$ cat config.mk
export PLATFORM = sky130hd
export DESIGN_NAME = fetch_ctrl
export DESIGN_NICKNAME = d
export VERILOG_FILES = /design/src/rtl/fetch_pkg.sv /design/src/rtl/fetch_ctrl.sv
export SDC_FILE = /design/constraint.sdc
export NUM_CORES = 1
export LEC_CHECK = 0
export ABC_CLOCK_PERIOD_IN_PS = 2100
export CORE_MARGIN = 8
export CORE_UTILIZATION = 40
export DETAILED_ROUTE_END_ITERATION = 7
export PLACE_DENSITY = 0.73
export SYNTH_ARGS = -nofsm -noshare
export SYNTH_HDL_FRONTEND = slang
export SYNTH_SLANG_ARGS = --single-unit
$ cat constraint.sdc
create_clock -name clk -period 2.1 [get_ports clk]
set_input_delay 0.315 -clock clk [delete_from_list [all_inputs] [get_ports clk]]
set_output_delay 0.315 -clock clk [all_outputs]
set_load 0.005 [all_outputs]
$ cat src/rtl/fetch_pkg.sv
// Shared fetch definitions: address/instruction widths and the
// fetch sequencer state encoding, used by fetch_ctrl and decode.
package fetch_pkg;

    localparam int FETCH_AW = 10;
    localparam int FETCH_IW = 9;

    typedef enum logic [1:0] {
        IDLE   = 2'd0,
        RUN    = 2'd1,
        HALTED = 2'd2
    } fetch_state_t;

endpackage

$ cat src/rtl/fetch_ctrl.sv
// Instruction-fetch sequencer: owns the PC, reads the zero-wait
// instruction memory and presents one registered instruction to decode.
// Ports: clk, rst_n (async, active low); start, redirect/redirect_pc,
// halt control; im_addr/im_in memory read; instr/instr_pc/instr_valid/
// instr_ready decode handshake; busy, done, pc_wrap status.
import fetch_pkg::*;

module fetch_ctrl #(
    parameter int            AW       = FETCH_AW,
    parameter int            IW       = FETCH_IW,
    parameter logic [AW-1:0] START_PC = '0
) (
    input  logic          clk,
    input  logic          rst_n,
    input  logic          start,
    output logic [AW-1:0] im_addr,
    input  logic [IW-1:0] im_in,
    output logic [IW-1:0] instr,
    output logic [AW-1:0] instr_pc,
    output logic          instr_valid,
    input  logic          instr_ready,
    input  logic          redirect,
    input  logic [AW-1:0] redirect_pc,
    input  logic          halt,
    output logic          busy,
    output logic          done,
    output logic          pc_wrap
);

    localparam logic [AW-1:0] ONE = AW'(1);

    fetch_state_t  state, state_n;
    logic [AW-1:0] pc, pc_n;
    logic [IW-1:0] instr_n;
    logic [AW-1:0] instr_pc_n;
    logic          valid_n;
    logic          wrap_n;

    always_ff @(posedge clk or negedge rst_n) begin
        if (!rst_n) begin
            state       <= IDLE;
            pc          <= START_PC;
            instr       <= '0;
            instr_pc    <= '0;
            instr_valid <= 1'b0;
            pc_wrap     <= 1'b0;
        end else begin
            state       <= state_n;
            pc          <= pc_n;
            instr       <= instr_n;
            instr_pc    <= instr_pc_n;
            instr_valid <= valid_n;
            pc_wrap     <= wrap_n;
        end
    end

    always_comb begin
        state_n    = state;
        pc_n       = pc;
        instr_n    = instr;
        instr_pc_n = instr_pc;
        valid_n    = instr_valid;
        wrap_n     = pc_wrap;
        unique case (state)
            IDLE, HALTED: begin
                valid_n = 1'b0;
                if (start) begin
                    pc_n    = START_PC;
                    wrap_n  = 1'b0;
                    state_n = RUN;
                end
            end
            RUN: begin
                // Halt beats redirect: the PC stays at the halt point.
                if (halt) begin
                    valid_n = 1'b0;
                    state_n = HALTED;
                end else if (redirect) begin
                    pc_n    = redirect_pc;
                    valid_n = 1'b0;
                end else if (!instr_valid || instr_ready) begin
                    instr_n    = im_in;
                    instr_pc_n = pc;
                    valid_n    = 1'b1;
                    pc_n       = pc + ONE;
                    if (pc == '1) begin
                        wrap_n = 1'b1;
                    end
                end
            end
            default: begin
                state_n = IDLE;
                valid_n = 1'b0;
            end
        endcase
    end

    assign im_addr = pc;
    assign busy    = (state == RUN);
    assign done    = (state == HALTED);

endmodule
==> key figures <==
Run status
  • Status: finished clean

Synth
  • FFs w/ async S/R, synth: 100%
  • Area fraction of the dominant cell type after synthesis: approximately half
  • Synthesized area per cell: around 12 um^2
  • Top FF cell, synth: dfrtp_1
  • Synth warn: 0
  • Syn Nets: 162
  • Sequential area share after synthesis: about half
  • Synth area leaders: dfrtp_1, mux2_4, mux2_2
  • Synth cell types: 44
  • Synth area leader: dfrtp_1
  • Cell Area, Synth: 1620 um^2
  • Flops & latches, synth: 33
  • EDFF count, synth: 0
  • Post-synthesis instance total: ~140

Floorplan
  • Die Wd: roughly 80 um
  • # IOs: slightly below 60
  • Core area: just under 4000 um^2
  • Starting Density: between 40% and 50%
  • Num rows: 23
  • Die ar.: around 6300 um^2
  • Die height: 79.6 um

Routing
  • Avg WL per Cell: 16.4 um
  • Routed Antenna Nets: 0
  • Via count: 1,298
  • Detailed Route Iter0 Violations: 54
  • Via density: between 5 and 6
  • Drc violations: 0
  • Routed wire length: slightly above 4000 um
  • Pre-antenna DRT Iters: 5

GRT
  • Antenna violations before repair: 0
  • Global-route wire length before repair: roughly 6800 um
  • Largest net degree at the start of global routing: 34
  • GRT overflow: 0
  • Overall Global Routing Usage: a little over an eighth
  • Vias in the first global route: 1,381

Clocking
  • Post_cts resized: 0
  • H-tree depth: 2
  • Later-pin clock latency in the skew report: between 200 and 300 ps
  • Post-CTS Setup Inserts: 0
  • CTS buffer count: 5
  • CTS Buffer Depth: 2
  • Clk sink count: 33
  • CTS Root Cell: clkbuf_8
  • Cts hold-fix bufs: 0
  • CTS tree: done
  • Clock transition at path regs: about 70 ps

STA
  • Endpoints failing setup: 0
  • Fin crit period: approximately 1800 ps
  • RSZ-0062 raised after global routing: no
  • Fin. Hold Viols: 0
  • Max Clock Skew: approximately 6.1 ps
  • Final Cycle Share: approximately 85%
  • Setup TNS: 0 ps
  • Slew Limit Fails: 0
  • Slew margin rel.: a little under three quarters
  • Fmax achieved: approximately 560 MHz
  • Worst-margin pin slew: 422 ps

Power and ir drop
  • Leak pwr: between 1 and 1.5 nW
  • Max VDD drop: approximately 630 uV
  • Pwr Density: 1060 nW/um^2

Worst setup path
  • CP peak stage delay: 550 ps
  • Slowest CP cell: clkdlybuf4s50_1
  • CP Max Fanout: 4
  • Cell Chain, Critical Path: clkdlybuf4s50_1 > or3b_2 > and2_1 > nor4_1 > o21a_1
  • Startpoint types: input pin
  • Critical register-to-register path startpoint: state[0]
  • Setup CP Type: input pin to register
  • Crit-path leading delay family: simple AND/OR/NAND/NOR gates
  • Critical Path AT: ~2000 ps
  • CP startpoint: halt
  • Critical Path RT: approximately 2300 ps
  • CP Buf/Inv Count: 1
  • CP endpoint kind: register

Layout
  • Multi-input logic area: roughly 750 um^2
  • Area growth syn-to-layout: 45.8%
  • Net count, final: roughly 230
  • FILL cells: between 300 and 400
  • Ant diodes: 0
  • Storage cell area: 826 um^2
  • Commonest non-fill, non-tap cell in the layout: clkdlybuf4s50_1
  • Layout cells sized above 1: 18.4%
  • Most frequent cells in the layout: clkdlybuf4s50_1, dfrtp_1, mux2_4, nand2_1, mux2_2
  • Post-layout util: about three fifths

Place
  • Final HPWL DP: ~3000 um
  • Final GP Congestion: slightly above 0.8
  • Quantity of I/O buffers inserted on ports: 57

Run
  • Max-cap viol count: 0

Hold path
  • Hold crit path type: input pin to asynchronous set/reset pin
==> state kept, by name (all words and copies together), names as in the netlist <==
signal and flops:
im_addr 10, instr_pc 10, pc_wrap 1, instr 9, state 2, instr_valid 1
==> power breakdown <==
group	switching (mW)	leakage [nW]	internal, mW
sequential	0.181	0.428	0.851
combinational	0.293	0.555	0.655
clock	0.227	0.0542	0.296
total	0.701	1.04	1.80
==> cell usage after synthesis (all sizes together) (2+ instances only) <==
library cell and count:
dfrtp 33, mux2 19, nand2 11, o21ai 7
nor2 6, inv 5, nand3 4, nor3 4
a21oi 3, mux2i 3, nor2b 3, o31ai 3
buf 2, clkbuf 2, nand2b 2, nor4b 2
o21a 2, o2bb2ai 2, or3b 2, xnor2 2
==> final timing paths <==
path	end	slack, ps	depth (start not counted)
min in group clk	pc_wrap	510	1
max in group asynchronous	im_addr[4]	1350	2
hold reg to reg	pc_wrap	510	1
hold / removal	instr[0]	450	2
setup reg to reg	instr[8]	380	4
setup / recovery	pc_wrap	320	5
==> worst register-to-register path: cells and delay by family, from the launching register on <==
kind	cells	cell delay (ps)
flops	1	460
simple gates	3	790
mux	1	370
==> final cells by class <==
cell class              instances  area share, %
flip-flops and latches         33           35.0
clock inverters                 1          0.212
multi-input cells              94           31.7
clock buffers                   7           4.09
inverters                       5          0.796
repair buffers                 61           25.5
well taps                      50           2.65
==> cell families after synthesis <==
group           after synthesis  share of synthesized area (%)
mux                          22                           17.4
compound gates               26                           10.9
fa+ha+maj                     1                          0.774
buf+inv                       9                           2.63
xor+xnor                      2                           1.08
flops                        33                           51.1
simple gates                 43                           16.1
==> layer usage <==
layer | global-route usage [%] | share of wire (%)
met1 | 16.3 | 44
met2 | 20.0 | 44
met3 | 6.98 | 11
met4 | 5.00 | 1.2
met5 | 0 | 0
==> through the flow <==
stage / power (mW) / instances / hold slack [ps] / setup slack (ps) / cell area (um^2)
3_3_place_gp: 1.96 / 243 / 485 / 85.3 / 2260
5_1_grt: 2.66 / 251 / 496 / 261 / 2360
2_1_floorplan: 1.39 / 136 / 19.4 / 506 / 1620
4_1_cts: 2.53 / 251 / 468 / 326 / 2360
6_report: 2.50 / 251 / 452 / 322 / 2360
3_5_place_dp: 2.00 / 243 / 491 / 32.6 / 2260
Power figures use the tool's default switching activity.
